### src/rtl/wb_master_pipelined.sv
// Wishbone B4 pipelined master: turns valid/ready burst commands into incrementing-address
// pipelined bus cycles, honours STALL, tracks outstanding beats and aborts on ACK timeout.
module wb_master_pipelined #(
    parameter int adr_width = 16,
    parameter int dat_width = 16,
    parameter int len_width = 4,
    parameter int timeout   = 255
) (
    input  logic                 clk,
    input  logic                 rst_n,
    // Command port: a command transfers on a cycle with cmd_valid && cmd_ready.
    // Write data port: a beat's wr_data is consumed on a cycle with wr_valid && wr_ready.
    input  logic                 cmd_valid,
    output logic                 cmd_ready,
    input  logic                 cmd_we,
    input  logic [adr_width-1:0] cmd_adr,
    input  logic [len_width-1:0] cmd_len,
    input  logic                 wr_valid,
    input  logic [dat_width-1:0] wr_data,
    output logic                 wr_ready,
    output logic                 rsp_valid,
    output logic [dat_width-1:0] rsp_data,
    output logic                 done,
    output logic                 err,
    output logic                 wb_cyc,
    output logic                 wb_stb,
    output logic                 wb_we,
    output logic [adr_width-1:0] wb_adr,
    output logic [dat_width-1:0] wb_dat_m,
    input  logic [dat_width-1:0] wb_dat_s,
    input  logic                 wb_ack,
    input  logic                 wb_stall,
    output logic [1:0]           dbg_state_o
);

    localparam int CW = len_width + 1;

    typedef enum logic [1:0] {
        IDLE  = 2'd0,
        ISSUE = 2'd1,
        DRAIN = 2'd2
    } state_t;

    state_t               state_q, state_d;
    logic                 we_q, we_d;
    logic [adr_width-1:0] adr_q, adr_d;
    logic [CW-1:0]        rem_q, rem_d;
    logic [CW-1:0]        out_q, out_d, out_n;
    logic [15:0]          tmo_q, tmo_d;
    logic                 rsp_valid_q;
    logic [dat_width-1:0] rsp_data_q;
    logic                 done_q, done_d;
    logic                 err_q, err_d;
    logic                 issue, ack_cnt, last_issue, tmo_hit;

    assign cmd_ready   = (state_q == IDLE);
    assign wb_cyc      = (state_q != IDLE);
    assign wb_stb      = (state_q == ISSUE) && (!we_q || wr_valid);
    assign wb_we       = wb_cyc && we_q;
    assign wb_adr      = adr_q;
    assign wb_dat_m    = (state_q == ISSUE && we_q) ? wr_data : '0;
    assign issue       = wb_stb && !wb_stall;
    assign wr_ready    = we_q && issue;
    // An ACK with nothing outstanding is spurious and never counted.
    assign ack_cnt     = wb_ack && (out_q != '0);
    assign out_n       = out_q + CW'(issue) - CW'(ack_cnt);
    assign last_issue  = issue && (rem_q == CW'(1));
    assign tmo_hit     = (out_q != '0) && !ack_cnt && ((17'(tmo_q) + 17'd1) == 17'(timeout));
    assign rsp_valid   = rsp_valid_q;
    assign rsp_data    = rsp_data_q;
    assign done        = done_q;
    assign err         = err_q;
    assign dbg_state_o = state_q;

    always_comb begin
        state_d = state_q;
        we_d    = we_q;
        adr_d   = adr_q;
        rem_d   = rem_q;
        out_d   = out_n;
        tmo_d   = tmo_q;
        done_d  = 1'b0;
        err_d   = 1'b0;
        case (state_q)
            IDLE: begin
                out_d = '0;
                tmo_d = '0;
                if (cmd_valid) begin
                    we_d    = cmd_we;
                    adr_d   = cmd_adr;
                    rem_d   = CW'(cmd_len) + CW'(1);
                    state_d = ISSUE;
                end
            end
            ISSUE, DRAIN: begin
                if (ack_cnt)
                    tmo_d = '0;
                else if (out_q != '0)
                    tmo_d = tmo_q + 16'd1;
                if (issue) begin
                    adr_d = adr_q + adr_width'(1);
                    rem_d = rem_q - CW'(1);
                end
                // Timeout drops any beats not yet issued.
                if (tmo_hit) begin
                    state_d = IDLE;
                    done_d  = 1'b1;
                    err_d   = 1'b1;
                    out_d   = '0;
                    rem_d   = '0;
                end else if ((state_q == DRAIN || last_issue) && out_n == '0) begin
                    state_d = IDLE;
                    done_d  = 1'b1;
                end else if (last_issue) begin
                    state_d = DRAIN;
                end
            end
            default: state_d = IDLE;
        endcase
    end

    always_ff @(posedge clk or negedge rst_n) begin
        if (!rst_n) begin
            state_q     <= IDLE;
            we_q        <= 1'b0;
            adr_q       <= '0;
            rem_q       <= '0;
            out_q       <= '0;
            tmo_q       <= '0;
            rsp_valid_q <= 1'b0;
            rsp_data_q  <= '0;
            done_q      <= 1'b0;
            err_q       <= 1'b0;
        end else begin
            state_q     <= state_d;
            we_q        <= we_d;
            adr_q       <= adr_d;
            rem_q       <= rem_d;
            out_q       <= out_d;
            tmo_q       <= tmo_d;
            rsp_valid_q <= ack_cnt;
            if (ack_cnt && !we_q)
                rsp_data_q <= wb_dat_s;
            done_q      <= done_d;
            err_q       <= err_d;
        end
    end

endmodule

### config.mk
export PLATFORM = sky130hd
export DESIGN_NAME = wb_master_pipelined
export DESIGN_NICKNAME = d
export VERILOG_FILES = /design/src/rtl/wb_master_pipelined.sv
export SDC_FILE = /design/constraint.sdc
export NUM_CORES = 1
export LEC_CHECK = 0
export ABC_AREA = 1
export BUFFER_PORTS_ARGS = -buffer_cell sky130_fd_sc_hd__buf_2
export CORE_MARGIN = 2
export CORE_UTILIZATION = 57
export DETAILED_ROUTE_END_ITERATION = 8
export PLACE_DENSITY = 0.87
export SLEW_MARGIN = 10
export SYNTH_ARGS = -nofsm -noshare
export SYNTH_HDL_FRONTEND = slang
export SYNTH_SLANG_ARGS = --single-unit
### constraint.sdc
create_clock -name clk -period 5.4 [get_ports clk]
set_clock_uncertainty 0.15 [all_clocks]
set_input_delay 0 -clock clk [delete_from_list [all_inputs] [get_ports clk]]
set_output_delay 0 -clock clk [all_outputs]
set_load 0.05 [all_outputs]
# Yosys cells after proc, flatten, opt, wreduce, memory -nomap -nowiden
# Cells that the tools add are included.
# word_totals
register_bits,64
inputBits,59
out_inout_bits,58
word_cells,76
# op_classes
add_sub_neg,7
eq_ne,9
n_mux,23
reduce_logical,27
# ops
operator,count
two-way mux 16 bit,5
case mux 16 bit (2 select lines),2
adder 16 x 1 -> 16 bit (second input constant),2
two-way mux 5 bit,4
case mux 5 bit (2 select lines),2
adder 16 x 1 -> 17 bit (second input constant),1
equality test 17 x 8 -> 1 bit (second input constant),1
logical AND 1 bit,11
two-way mux 2 bit,4
!= test 3 bit (second input constant),2
AND reduction 2 bit,3
AND reduction 3 bit,2
adder 4 x 1 -> 5 bit (second input constant),1
adder 5 x 1 -> 5 bit,1
equality test 5 x 1 -> 1 bit (second input constant),1
zero test 5 bit,1
two-way mux 1 bit,5
nonzero test 5 bit,1
subtractor 5 x 1 -> 5 bit,1
subtractor 5 x 1 -> 5 bit (second input constant),1
!= test 2 bit (second input constant),2
!= test 4 bit (second input constant),1
case mux 2 bit (2 select lines),1
nonzero test 2 bit,2
other kinds (6),9

# Depth between registers and ports, before layout
# depth
depth_word,11
mapped_depth,18

# Least setup slack after synthesis
# Ideal clock, no wire load.
# synth_timing
path_type,reg-to-reg
from,register state_q[0] (netlist: dbg_state_o[0])
to,register state_q[1] (netlist: dbg_state_o[1])
t_arrival_ps,3372
required_ps,5132
slack_ps,1760
stages_incl_launch_ff,18
path_buffers,0
cell_sequence,dfrtp_1 -> ha_1 -> o21a_1 -> and2_1 -> inv_1 -> ha_1 -> inv_1 -> ha_1 -> fa_1 -> a21oi_1 -> nor2_1 -> nor2_1 -> xor2_1 -> nand3_1 -> nand4_2 -> nand2_2 -> nand2_1 -> nand2_1
# synth_via
elab_chain_cells,10
word_cells_on_any_way,18
# synth_lines
item,line,rtl
from (decl),44,"state_t state_q, state_d;"
from (signal assigned),135,state_q <= state_d;
equality test 2 x 1 -> 1 bit *,58,assign wb_stb = (state_q == ISSUE) && (!we_q || wr_valid);
logical AND 1 bit *,58,
named net wb_stb,26,"output logic wb_stb,"
logical AND 1 bit *,62,assign issue = wb_stb && !wb_stall;
adder 5 x 1 -> 5 bit,66,assign out_n = out_q + CW'(issue) - CW'(ack_cnt);
subtractor 5 x 1 -> 5 bit,66,
zero test 5 bit,111,end else if ((state_q == DRAIN || last_issue) && out_n == '0) begin
logical AND 1 bit,111,
two-way mux 2 bit,111,
two-way mux 2 bit,105,if (tmo_hit) begin
case mux 2 bit (2 select lines),84,case (state_q)
# The timed path passes the listed nets; every way through them passes the cells marked *.
# A chain may end at the register's enable or synchronous reset.

# Worst setup path in the final report
# layout_timing
from,register state_q[1] (netlist: dbg_state_o[1])
to,register state_q[1] (netlist: dbg_state_o[1])
# layout_via
elab_chain_cells,10
word_cells_on_any_way,18
# layout_lines
item,line
equality test 2 x 1 -> 1 bit,"58, 84"
logical AND 1 bit,58
logical AND 1 bit,62
adder 5 x 1 -> 5 bit,66
subtractor 5 x 1 -> 5 bit,66
zero test 5 bit,111
logical AND 1 bit,111
two-way mux 2 bit,111
two-way mux 2 bit,105
case mux 2 bit (2 select lines),84
# Parallel ways exist; a longest one is shown, timed or not.

==> impl_metrics.csv <==
group,metric,value,unit
sta,relSlewSlack,25.9,%
hold_path,hp-class,"in2async",
cells_and_area,fillCellCount,439,
routing,drtPass1Iterations,5,
worst_setup_path,worstReg2RegEnd,"dbg_state_o[1]$_DFFE_PN0P_",
yosys,postSynthAreaPerCell,7.67,sq um
floorplanning,die_area,7700,sq um
cells_and_area,stdcell_count,782,
cells_and_area,antenna_cells,0,
yosys,yosys_register_bits,64,
worst_setup_path,crit_buf_inv,3,
run_status,status,"finished clean",
floorplanning,core_area,6790,sq um
place,place_inst,723,
clock_network,clock-sinks,64,
routing,wl_per_cell,14.1,um
cells_and_area,post_route_cells_drive_above_1_share,25.2,%
sta,tightestPinTransition,1.10,ns
yosys,ys_async_sr_fraction,100,%
place,portBuffers,116,
worst_setup_path,required,5.50,ns
yosys,synth_top_family_by_area,"simple AND/OR/NAND/NOR gates",
clock_network,cts_tree,"done",
clock_network,cts.repair.resized,0,
global_routing,antenna_found_initial,0,
worst_setup_path,crit_path_start,"dbg_state_o[1]$_DFFE_PN0P_",
yosys,synthAdderAreaFrac,5.51,%
power_and_ir_drop,power.leakage,0.00277,uW
routing,vias,4052,
worst_setup_path,cpPeakStageDelay,0.42,ns
sta,fmax,306,MHz
yosys,yosys_most_used_dff,"dfrtp_1",
sta,setup-tns-final,0,ns
yosys,synth_edf_count,0,
sta,setup_viol,0,
yosys,synth_xor_area_share,4.35,%
sta,rsz0062_at_grt,"false",
routing,postRouteAntennaNets,0,
global_routing,grt_overflow,0,
routing,drt-total-wl,11000,um
worst_setup_path,crit_path_max_fanout,5,
clock_network,worstSkewPairLatency,0.36,ns
worst_setup_path,regToRegStartpoint,"dbg_state_o[1]$_DFFE_PN0P_",
yosys,ys_seq_area_share,40.1,%
yosys,ys_warn_count,0,
cells_and_area,mostFrequentLayoutCell,"buf_2",
yosys,synth.mux.area_fraction,4.51,%
place,gp_congestion,0.975,
worst_setup_path,worstSetupEndpointType,"register",
yosys,syn-num-nets,597,
sta,period_minus_slack,3.26,ns
power_and_ir_drop,ir_drop,439,uV
power_and_ir_drop,cellPowerDensity,618,nW/um^2
yosys,synth_area,4000,sq um
floorplanning,pin_count,117,
yosys,syn-instance-count,521,
worst_setup_path,cp-start-kind,"register",
yosys,synth.distinct_cells,36,
job,drv_cap,0,
worst_setup_path,slowest_stage,"dfrtp_1",
clock_network,root_buffer,"clkbuf_8",
yosys,synth_compound_area_share,10.1,%
cells_and_area,area_growth,33.3,%
worst_setup_path,ff2ff_setup_slack,2.14,ns
sta,finalCritPeriodShare,60.4,%
sta,drv_slew,0,
place,dp_hpwl,7030,um
worst_setup_path,arrival,3.36,ns
clock_network,cts_max_level,3,
sta,finalHoldViolCount,0,
global_routing,grt_start_max_net_pins,65,
floorplanning,num_rows,30,
worst_setup_path,worstPathCellList,"inv_1 > ha_1 > o21a_1 > and2_1 > inv_1 > ha_1 > inv_1 > ha_1 > fa_1 > a21oi_1 > nor2_1 > nor2_1 > xor2_1 > nand3_1 > nand4_2 > nand2_2 > nand2_1 > nand2_1",
worst_setup_path,crit_type,"reg2reg",
clock_network,clock_path_buffers,2,
worst_setup_path,reg2regPathDepth,18,
yosys,synth-simple-area-share,25.3,%
routing,route.detailed.drc,0,
global_routing,grt_pass1_wl,17900,um
floorplanning,die_x,87.7,um
global_routing,grt_pass1_vias,4099,
routing,drtIter0Drc,262,
global_routing,track_usage,29.6,%
clock_network,clkTransAtPathRegs,0.08,ns
worst_setup_path,critPathTopFamily,"adder cells",
cells_and_area,final_cell_mix,"116 x buf_2, 102 x nand2_1, 91 x inv_1",
cells_and_area,fin_nets,757,
floorplanning,start_util,58.8,%
clock_network,cts_made_buffers,9,
floorplanning,die_h,87.7,um
routing,routed_via_density,5.18,
-- stage by stage --
stage | setup WS (ns) | utilization (%) | instance area, sq um | power (uW) | hold slack [ns]
finish | 2.14 | 78.5 | 5330 | 3290 | 0.206
floorplan | 1.76 | - | 4000 | 2290 | -0.446
global placement | 2.35 | 68.5 | 4660 | 2640 | 0.0698
detailed placement | 2.17 | 68.5 | 4660 | 2700 | 0.0784
CTS | 2.18 | 78.5 | 5330 | 3240 | 0.192
global route | 1.76 | 78.5 | 5330 | 3510 | 0.231
-- sequential cells by signal, summed over array words and instances (netlist names), 2 cells and up --
signal / count
rsp_data: 16
tmo_q: 16
wb_adr: 16
out_q: 5
rem_q: 5
dbg_state_o: 2
-- cell usage after synthesis, types with 2 or more instances --
library cell	number	area, sq um
nand2_1	102	383
inv_1	91	342
dfrtp_1	64	1600
nor2_1	62	233
nand3_1	32	160
o21ai_0	29	145
ha_1	16	200
mux2_2	16	180
a21oi_1	14	70.1
o22ai_1	13	81.3
xor2_1	12	105
nand4_1	8	50.1
nor2_2	8	50.1
o21ai_1	8	40.0
clkbuf_1	7	26.3
xnor2_1	6	52.6
buf_2	4	20.0
nand2_2	4	25.0
nand3_2	3	30.0
nor3_1	3	15.0
o211ai_1	3	22.5
nand2_4	2	22.5
-- how the worst max path moves through the flow --
stage / to / slack (ns) / cells past startpoint
6_report: dbg_state_o[1]$_DFFE_PN0P_ / 2.14 / 18
3_5_place_dp: dbg_state_o[0]$_DFFE_PN0P_ / 2.17 / 18
5_1_grt: dbg_state_o[1]$_DFFE_PN0P_ / 1.76 / 18
4_1_cts: dbg_state_o[0]$_DFFE_PN0P_ / 2.18 / 18
3_3_place_gp: tmo_q[10]$_DFFE_PN0P_ / 2.35 / 7
2_1_floorplan: dbg_state_o[1]$_DFFE_PN0P_ / 1.76 / 17
-- kinds of logic (layout without fill, tap and decap cells) --
group                    after synthesis  after routing
buffers and inverters                104            269
flip-flops                            64             64
AO/OA/AOI/OAI                         72             72
multiplexers                          16             16
XOR/XNOR                              19             19
AND/OR/NAND/NOR                      229            229
adder cells (fa/ha/maj)               17             17
-- cell type report --
| class | instances | area (sq um) | share of cell area (%) |
|---|---|---|---|
| clock buffer | 9 | 124 | 2.32 |
| timing repair buffer | 162 | 1030 | 19.4 |
| sequential | 64 | 1600 | 30.0 |
| inverter | 91 | 342 | 6.41 |
| tap | 96 | 120 | 2.25 |
| multi-input combinational | 353 | 1990 | 37.3 |
| clock inverter | 7 | 120 | 2.25 |
-- worst min-delay path, cell delays in order --
cell	delay [ns]
dlygate4sd3_1	0.52
buf_2	0.09
buf_4	0.62
-- timing repair --
action | in CTS | in global routing
hold endpoints to repair | 110 | 0
hold buffers | 43 | 0
buffers inserted | 0 | 0
endpoints found under the setup margin | 0 | 0
-- layer usage --
metal	vias up	share of wire, %	global-route usage (%)
met3	37	6.4	4.62
met4	0	3.4	14.3
met1	1872	40	34.8
li1	1972	-	-
met2	171	50	52.8
met5	-	0	0
-- report_power, final --
| part | switching, uW | internal [uW] | leakage (uW) | total [uW] |
|---|---|---|---|---|
| clock network | 196 | 307 | 0.000119 | 503 |
| registers | 154 | 663 | 0.000808 | 817 |
| logic | 1410 | 563 | 0.00185 | 1970 |
(Power assumes the default switching activity.)
